[config.mk]
export PLATFORM = sky130hd
export DESIGN_NAME = alu_flags_reg
export DESIGN_NICKNAME = d
export VERILOG_FILES = /design/src/rtl/alu_pkg.sv /design/src/rtl/alu_flag_calc.sv /design/src/rtl/alu_flags_reg.sv
export SDC_FILE = /design/constraint.sdc
export NUM_CORES = 1
export LEC_CHECK = 0
export ABC_AREA = 1
export BUFFER_PORTS_ARGS = -buffer_cell sky130_fd_sc_hd__clkbuf_2
export CAP_MARGIN = 25
export CORE_MARGIN = 3
export CORE_UTILIZATION = 40
export DETAILED_ROUTE_END_ITERATION = 8
export GPL_ROUTABILITY_DRIVEN = 0
export PLACE_DENSITY = 0.69
export SYNTH_ARGS = -nofsm -noshare
export SYNTH_HDL_FRONTEND = slang
export SYNTH_SLANG_ARGS = --single-unit
[constraint.sdc]
create_clock -name clk -period 3 [get_ports clk]
set_input_delay 0.6 -clock clk [delete_from_list [all_inputs] [get_ports clk]]
set_output_delay 0.6 -clock clk [all_outputs]
set_load 0.05 [all_outputs]
[src/rtl/alu_pkg.sv]
// Shared ALU definitions: opcode encoding, flag bit positions and the
// per-opcode flag update mask.
package alu_pkg;

  typedef enum logic [3:0] {
    OP_ADD = 4'd0,
    OP_SUB = 4'd1,
    OP_AND = 4'd2,
    OP_OR  = 4'd3,
    OP_XOR = 4'd4,
    OP_SHL = 4'd5,
    OP_SHR = 4'd6,
    OP_CMP = 4'd7
  } opcode_e;

  localparam int unsigned FLAG_C = 0;
  localparam int unsigned FLAG_N = 1;
  localparam int unsigned FLAG_Z = 2;
  localparam int unsigned FLAG_V = 3;

  // Bit set = the op writes that flag; clear = the flag is held.
  function automatic logic [3:0] updateMask(input logic [3:0] op);
    logic [3:0] mask;
    mask = '0;
    case (op)
      OP_ADD, OP_SUB, OP_CMP: mask = '1;
      OP_AND, OP_OR, OP_XOR: begin
        mask[FLAG_N] = 1'b1;
        mask[FLAG_Z] = 1'b1;
      end
      OP_SHL, OP_SHR: begin
        mask[FLAG_C] = 1'b1;
        mask[FLAG_N] = 1'b1;
        mask[FLAG_Z] = 1'b1;
      end
      default: mask = '0;
    endcase
    return mask;
  endfunction

endpackage

[src/rtl/alu_flag_calc.sv]
// Combinational raw C/N/Z/V computation and update mask for one ALU op.
module alu_flag_calc
  import alu_pkg::*;
#(
  parameter int unsigned WIDTH = 4
) (
  input  logic [3:0]       op,
  input  logic [WIDTH-1:0] a,
  input  logic [WIDTH-1:0] b,
  input  logic [WIDTH-1:0] result,
  input  logic             carryIn,
  output logic [3:0]       rawFlags,
  output logic [3:0]       updMask
);

  localparam int unsigned M = WIDTH - 1;

  logic isSub;
  // Overflow only depends on sign bits; the low operand bits are intentionally unused.
  logic unusedOperandBits;

  assign unusedOperandBits = ^{a[M-1:0], b[M-1:0]};
  assign isSub = (op == OP_SUB) || (op == OP_CMP);

  always_comb begin
    rawFlags         = '0;
    rawFlags[FLAG_C] = carryIn;
    rawFlags[FLAG_N] = result[M];
    rawFlags[FLAG_Z] = (result == '0);
    if (isSub)
      rawFlags[FLAG_V] = (a[M] != b[M]) && (result[M] != a[M]);
    else
      rawFlags[FLAG_V] = (a[M] == b[M]) && (result[M] != a[M]);
    updMask = updateMask(op);
  end

endmodule

[src/rtl/alu_flags_reg.sv]
// Registered ALU status flags with per-op hold mask, sticky overflow bit
// and saturating overflow event counter.
module alu_flags_reg
  import alu_pkg::*;
#(
  parameter int unsigned WIDTH   = 4,
  parameter int unsigned COUNT_W = 8
) (
  input  logic               clk,
  input  logic               rst,
  input  logic               valid_in,
  input  logic [3:0]         op,
  input  logic [WIDTH-1:0]   a,
  input  logic [WIDTH-1:0]   b,
  input  logic [WIDTH-1:0]   result,
  input  logic               carry_in,
  input  logic               flag_clr,
  input  logic               sticky_clr,
  output logic               carry_flag,
  output logic               neg_flag,
  output logic               zero_flag,
  output logic               ovf_flag,
  output logic               flags_valid,
  output logic               sticky_ovf,
  output logic [COUNT_W-1:0] ovf_count
);

  logic [3:0]         rawFlags;
  logic [3:0]         updMask;
  logic [3:0]         flagsQ;
  logic               validQ;
  logic               stickyQ;
  logic [COUNT_W-1:0] countQ;
  logic               recOvf;

  alu_flag_calc #(.WIDTH(WIDTH)) calc (
    .op      (op),
    .a       (a),
    .b       (b),
    .result  (result),
    .carryIn (carry_in),
    .rawFlags(rawFlags),
    .updMask (updMask)
  );

  assign recOvf = valid_in && updMask[FLAG_V] && rawFlags[FLAG_V];

  always_ff @(posedge clk) begin
    if (rst) begin
      flagsQ  <= '0;
      validQ  <= 1'b0;
      stickyQ <= 1'b0;
      countQ  <= '0;
    end else begin
      validQ <= valid_in;

      if (flag_clr)
        flagsQ <= '0;
      else if (valid_in)
        flagsQ <= (flagsQ & ~updMask) | (rawFlags & updMask);

      // A new overflow outranks a same-cycle clear, so nothing is lost.
      if (recOvf)
        stickyQ <= 1'b1;
      else if (sticky_clr)
        stickyQ <= 1'b0;

      if (sticky_clr)
        countQ <= recOvf ? COUNT_W'(1) : '0;
      else if (recOvf && (countQ != '1))
        countQ <= countQ + COUNT_W'(1);
    end
  end

  assign carry_flag  = flagsQ[FLAG_C];
  assign neg_flag    = flagsQ[FLAG_N];
  assign zero_flag   = flagsQ[FLAG_Z];
  assign ovf_flag    = flagsQ[FLAG_V];
  assign flags_valid = validQ;
  assign sticky_ovf  = stickyQ;
  assign ovf_count   = countQ;

endmodule
-- After elaboration in Yosys (flattened, before gate mapping)
Cells that the tools add are included.
- shift-type cells: 0
- $add $sub $neg: 1
- order comparisons: 0
- $mul: 0
- eq/ne operators: 11
- bitwise logic cells: 4
- reduce and logical (&&, ||, !) cells: 14
- div/mod/pow operators: 0
- muxes and demuxes: 9
- operators with widths (cell ; count):
    4-bit by 3-bit equality test with 1-bit output (second input constant) ; 4
    8-bit two-way mux ; 2
    8-bit by 1-bit adder with 8-bit output (second input constant) ; 1
    4-bit bitwise AND ; 2
    4-bit by 2-bit equality test with 1-bit output (second input constant) ; 2
    4-bit zero test ; 2
    8-bit != test (second input constant) ; 1
    8-bit OR reduction ; 1
    1-bit two-way mux ; 6
    1-bit logical AND ; 5
    5-bit OR reduction ; 1
    4-bit by 1-bit equality test with 1-bit output (second input constant) ; 1
    4-bit inverter ; 1
    4-bit OR ; 1
    2-bit nonzero test ; 2
    3-bit OR reduction ; 1
    2-bit two-way mux ; 1
    1-bit != test ; 2
    2-bit OR reduction ; 1
    1-bit equality test ; 1
    1-bit logical OR ; 1
- memory bits (read-only): 0
- RAM bits: 0
- word-level logic and storage cells: 43
- bits of input ports: 22
- memories: 0
- bits in registers: 14
- latch bits: 0

-- Longest topological paths before layout
Gate-level depths: netlist (run 1).
- word-level depth: 8
- gate-level depth with buffers: 10
- mapped depth without buffers: 10

-- By module
From an unflattened synthesis (run 1), not the netlist that was laid out.
- cell total of the unflattened synthesis: 131
- area, all modules: 848.3 um^2
- by module, submodules not included (module ; area an instance (um^2) ; cells each ; instances):
    alu_flags_reg ; 706.9 ; 101 ; 1
    alu_flag_calc ; 141.4 ; 30 ; 1

-- Worst setup path before layout (run 1)
Ideal clock, no wire load.
- kind: flip-flop to flip-flop
- start point: register countQ[0], in the netlist ovf_count[0]
- end point: register countQ[5], in the netlist ovf_count[5]
- arrival: 1704 ps
- cell stages (with the launch flop): 8
- path buffers: 0
- required time: 2930 ps
- slack: 1226 ps
- cell sequence: dfxtp_1 > ha_1 > nand2_2 > nor2_4 > nand4_4 > nand2_4 > nand3_1 > a21oi_1
- cells in the longest elaborated chain, start to end: 3
- RTL lines (element ; line ; source):
    start: declaration ; alu_flags_reg.sv:33 ; logic [COUNT_W-1:0] countQ;
    start signal: assignment ; alu_flags_reg.sv:69 ; countQ <= recOvf ? COUNT_W'(1) : '0;
    start signal: assignment ; alu_flags_reg.sv:71 ; countQ <= countQ + COUNT_W'(1);
    8-bit by 1-bit adder with 8-bit output / 8-bit != test (equally long branches) ; alu_flags_reg.sv:71, alu_flags_reg.sv:70 ;
    8-bit two-way mux / 1-bit logical AND (equally long branches) ; alu_flags_reg.sv:70 ; else if (recOvf && (countQ != '1))
    8-bit two-way mux / 2-bit nonzero test (equally long branches) ; n/a ;
Parallel ways exist; a longest one is shown, timed or not. The select of a mux whose other input is x is not followed.
A chain may end at the register's enable or synchronous reset.

-- Worst setup path after layout (run 1)
- start point: register countQ[5], in the netlist ovf_count[5]
- end point: output ovf_count[5]
- RTL lines (element ; line ; source):
    end: declaration ; alu_flags_reg.sv:25 ; output logic [COUNT_W-1:0] ovf_count
No word-level cell between the ends.

==> results.cfg, run 1 <==
[worst_setup_path]
rr_endpoint = ovf_count[5]
crit_path_start_kind = register
crit_buf_inv = 1
max_stage_delay_ps = 490
reg2reg_slack_ps = 1470
crit_slowest_cell = dfxtp_1
r2r-start = ovf_count[0]
path_cells = clkbuf_2
arrival_ps = 1110
path_class = register to output port
cp-end-kind = output port
cp.required_ps = 2400
crit_fanout = 7
path_delay_family = flip-flops
r2r_cells = 7

[worst_hold_path]
min_to = sticky_ovf
holdPathStages = 2
worstHoldStart = sticky_ovf
hold_class = register to register

[global_routing]
grt_usage_pct = 15.8
grt_max_degree = 11
overflow = 0
grt_pass1_vias = 819
grt_pass1_wl_um = 3280
antenna_found_initial = 0

[power_and_ir_drop]
leakagePower_nw = 0.546
ir_drop_uv = 218
fin_total_pwr_uw = 377
powerDensity_nw_per_um2 = 356

[floorplanning]
io_pins = 36
die_x_um = 52.1
dieArea_um2 = 2710
num_rows = 16
start_util_pct = 42.9
core-area_um2 = 1980
die_height_um = 52.1

[sta]
period_needed_ps = 1710
post-route-period-util_pct = 57.0
worst_slew_pin_slew_ps = 281
tns_ps = 0
finalSetupViolCount = 0
drv_slew = 0
slew_headroom_pct = 81.2
hold_viol_final = 0
finClkSkew_ps = 4.16
fmax_mhz = 585
rsz0062_at_grt = no

[detailed_routing]
wl_per_cell_um = 9.93
drt_wl_total_um = 1830
drc = 0
drtPass1Iterations = 4
vias_per_cell = 4.82
drt-initial-drc-count = 12
ant_nets = 0
vias = 887

[synth]
synthDistinctLibCells = 23
yosys.area_share.adder_pct = 1.47
seq_area_frac_synth_pct = 33.0
synth_top_area_cell = dfxtp_1
synthCells = 125
synth.top_cells.by_count = nand2_1 (29), inv_1 (21), dfxtp_1 (14)
synth.most_common_cell = nand2_1
synth_compound_area_share_pct = 10.3
synth_top_family_by_area = simple AND/OR/NAND/NOR gates
synth_area_um2 = 850
ys_seq_elements = 14
synthArstFlopShare_pct = 0
synth-main-ff-cell = dfxtp_1
yosysTopAreaCellShare_pct = 33.0
synth_edf_count = 0
synthMuxAreaShare_pct = 0
syn-mean-instance-area_um2 = 6.80
yosys.area_share.simple_pct = 42.0
synth_xor_area_share_pct = 3.09
ys_top_cells_by_area = dfxtp_1 (33%), nand2_1 (13%), inv_1 (9.3%)
ys_warn_count = 0
syn-num-nets = 148

[clock_tree]
ctsHoldBuffers = 0
numCtsBuffers = 3
htree_levels = 1
clock-sinks = 14
postCtsResizedCells = 0
clock_path_buffers = 2
clockRootBuffer = clkbuf_4
clkTransAtPathRegs_ps = 90
post_cts_buffers = 0
tritoncts = done
clock_latency_ps = 280

[placed_design]
portBuffers = 29
placed_area_um2 = 1020
hpwl_um = 1470

[cells_and_area]
fill_cells = 196
fin_area_um2 = 1060
diodes = 0
area_delta_synth_final_pct = 24.9
nNetsFinal = 181
drive_above_1_share_pct = 27.4

[status]
outcome = finished clean

[run]
cap_violations = 0
cell families after synthesis:
logic type	count (synthesis)
AND/OR/NAND/NOR	68
adder cells (fa/ha/maj)	1
AO/OA/AOI/OAI	16
XOR/XNOR	3
flip-flops	14
buffers and inverters	23
layout make-up:
| cell class | count | area (µm²) | share of cell area, % |
|---|---|---|---|
| inverter | 22 | 82.6 | 7.78 |
| multi-input combinational | 88 | 483 | 45.5 |
| tap | 27 | 33.8 | 3.18 |
| sequential | 14 | 280 | 26.4 |
| timing repair buffer | 29 | 145 | 13.7 |
| clock buffer | 4 | 36.3 | 3.42 |
how the worst max path moves through the flow:
stage	startpoint	to	slack (ps)	cells after the start
2_1_floorplan	ovf_count[0]	ovf_count[5]	1230	7
3_3_place_gp	op[3]	ovf_count[5]	1330	9
3_5_place_dp	op[1]	ovf_count[5]	1300	11
4_1_cts	ovf_count[5]	ovf_count[5]	1280	1
5_1_grt	ovf_count[5]	ovf_count[5]	1250	1
6_report	ovf_count[5]	ovf_count[5]	1290	1
through the flow:
stage          worst slack (ps)  hold slack, ps  std cells  util, %
2_1_floorplan              1230             671        125        -
3_3_place_gp               1330             441        180     51.7
3_5_place_dp               1300             448        180     51.7
4_1_cts                    1280             462        184     53.5
5_1_grt                    1250             501        184     53.5
6_report                   1290             460        184     53.5
cell usage in the layout, fill, tap and decap left out:
| master | count |
|---|---|
| a211oi_1 | 2 |
| a21oi_1 | 11 |
| clkbuf_2 | 29 |
| clkbuf_4 | 3 |
| clkbuf_8 | 1 |
| clkinv_1 | 1 |
| dfxtp_1 | 14 |
| ha_1 | 1 |
| inv_1 | 21 |
| nand2_1 | 29 |
| nand2_2 | 3 |
| nand2_4 | 1 |
| nand3_1 | 12 |
| nand3_2 | 1 |
| nand4_1 | 5 |
| nand4_4 | 1 |
| nor2_1 | 11 |
| nor2_4 | 2 |
| nor2_8 | 1 |
| nor3_1 | 1 |
| o21ai_0 | 1 |
| o21ai_1 | 1 |
| o21bai_1 | 1 |
| or2_2 | 1 |
| xor2_1 | 3 |
routing by layer:
metal	track usage (%)	wire, µm
met1	18.7	801
met2	27.4	903
met3	5.44	122
met4	3.06	0
met5	0	0
power breakdown:
group	switching (mW)	internal, mW
clock	0.0645	0.0739
combinational	0.0332	0.0169
sequential	0.00109	0.188
total	0.0988	0.279
worst reg2reg max path, cell delays in order, from the launching register on:
cell and delay [ps]:
dfxtp_1 430, ha_1 220, nand2_2 90, nor2_4 170, nand4_4 180, nand2_4 180
nand3_1 80, a21oi_1 130
(Power assumes the default switching activity.)
==> run 2, diff against run 1 <==
Settings changed: PLACE_DENSITY 0.69 to 0.71.
Clock period 3 ns to 1.5 ns, I/O delays scaled along.
==> run 2 against run 1 <==
  * Global-route usage decreased by 0.50 points
  * Sequential share of layout area increased by 0.68 points
  * Critical endpoint is now ovf_count[4]
  * Clock power increased by 57%
  * Highest routed layer is now met4
  * Total power increased by 83%
  * Largest cell class unchanged
  * Worst setup slack got worse by 1200 ps
  * Worst hold slack got worse by 220 ps
  * Routed wire length increased by 8.0%
==> results.cfg, run 2 (synthesis results as in run 1) <==
[status]
outcome = finished clean

[detailed_routing]
ant_nets = 0
drt_wl_total_um = 1970
wl_per_cell_um = 10.7
drt-initial-drc-count = 11
drc = 0
vias = 914
drtPass1Iterations = 7
vias_per_cell = 4.94

[worst_setup_path]
path_cells = ha_2 -> nand2_2 -> nor2_4 -> nand4_4 -> buf_4 -> nand4_1 -> a21oi_2
path_class = register to register
cp.required_ps = 1670
crit_path_start_kind = register
crit_fanout = 7
crit_slowest_cell = dfxtp_4
cp-end-kind = register
arrival_ps = 1590
max_stage_delay_ps = 380
reg2reg_slack_ps = 80

[power_and_ir_drop]
ir_drop_uv = 577
leakagePower_nw = 0.545
powerDensity_nw_per_um2 = 643

[sta]
slew_headroom_pct = 80.5
post-route-period-util_pct = 94.7
finalSetupViolCount = 0
tns_ps = 0
finClkSkew_ps = 4.98
drv_slew = 0
fin_ws_ps = 80.2
hold_viol_final = 0
worst_slew_pin_slew_ps = 293
fmax_mhz = 704
period_needed_ps = 1420

[clock_tree]
clockRootBuffer = clkbuf_4
htree_levels = 1
clock_path_buffers = 2
tritoncts = done
clkTransAtPathRegs_ps = 90
clock-sinks = 14
numCtsBuffers = 3
clock_latency_ps = 280

[floorplanning]
die_height_um = 52.1
io_pins = 36
core-area_um2 = 1980
die_x_um = 52.1
start_util_pct = 42.9
dieArea_um2 = 2710
num_rows = 16

[run]
cap_violations = 0

[cells_and_area]
fin_area_um2 = 1080
final_cell_mix = nand2_1 (29), clkbuf_2 (29), inv_1 (21)
area_delta_synth_final_pct = 26.7
diodes = 0
nNetsFinal = 182
fill_cells = 205
drive_above_1_share_pct = 31.6
finish.utilization_pct = 54.3
final_cells = 185

[placed_design]
portBuffers = 29
placed_cells = 180
dp_slack_ps = 78.6
hpwl_um = 1500
placed_area_um2 = 1040

[global_routing]
overflow = 0
antenna_found_initial = 0
grt_pass1_vias = 776
grt_max_degree = 11
grt_pass1_wl_um = 3150
grt_usage_pct = 15.3

[worst_hold_path]
hold_class = input pin to register
==> run 2: cell count changes in the layout (fill, tap and decap cells not counted) <==
cell | before | now
a21oi_1 | 11 | 10
a21oi_2 | 0 | 1
buf_4 | 0 | 1
clkbuf_8 | 1 | 0
clkinv_1 | 1 | 2
dfxtp_1 | 14 | 9
dfxtp_2 | 0 | 3
dfxtp_4 | 0 | 2
ha_1 | 1 | 0
ha_2 | 0 | 1
==> run 2: through the flow <==
stage | hold WS [ps] | power (mW)
after global routing | 244 | 0.726
after CTS | 229 | 0.700
after floorplan | 425 | 0.447
after detailed placement | 446 | 0.484
after global placement | 440 | 0.481
final | 235 | 0.692
==> run 2: routing by layer <==
layer | wire [µm] | vias up | track usage (%) | share of wire, %
met5 | 0 | - | 0 | 0
met4 | 9 | 0 | 2.62 | 0.46
met3 | 110 | 2 | 4.30 | 5.6
met2 | 1030 | 23 | 28.2 | 52
met1 | 825 | 418 | 17.4 | 42
li1 | - | 471 | - | -
==> run 2: cell type report <==
class,count,area [µm²],area share [%]
tap,27,33.8,3.14
timing repair buffer,30,153,14.2
clock buffer,3,22.5,2.09
multi-input combinational,88,489,45.5
clock inverter,1,3.75,0.349
inverter,22,82.6,7.67
sequential,14,292,27.1
==> run 2: path summary, 6_finish.rpt <==
| kind | end | startpoint | depth (start not counted) |
|---|---|---|---|
| worst max-delay path | ovf_count[4] | ovf_count[0] | 7 |
| worst max register to register | ovf_count[4] | ovf_count[0] | 7 |
| worst min register to register | sticky_ovf | sticky_ovf | 2 |
| worst min-delay path | register | carry_in | 3 |
==> run 2: worst max-delay path, delay by kind of cell (launching register included) <==
kind | cells | cell delay (ps)
DFF | 1 | 380
buffers and inverters | 1 | 200
AOI/OAI and AO/OA | 1 | 60
and+or+nand+nor | 4 | 470
adders and majority gates | 1 | 180
==> run 2: power by group <==
group	internal (mW)	switching (mW)
logic	0.0340	0.0670
clock network	0.0964	0.121
registers	0.372	0.00216
==> run 2: what timing repair did <==
action | CTS | global route
setup endpoints to repair | 0 | 8
gates resized for setup | 0 | 2
setup buffers | 0 | 1
hold buffers | 0 | 0
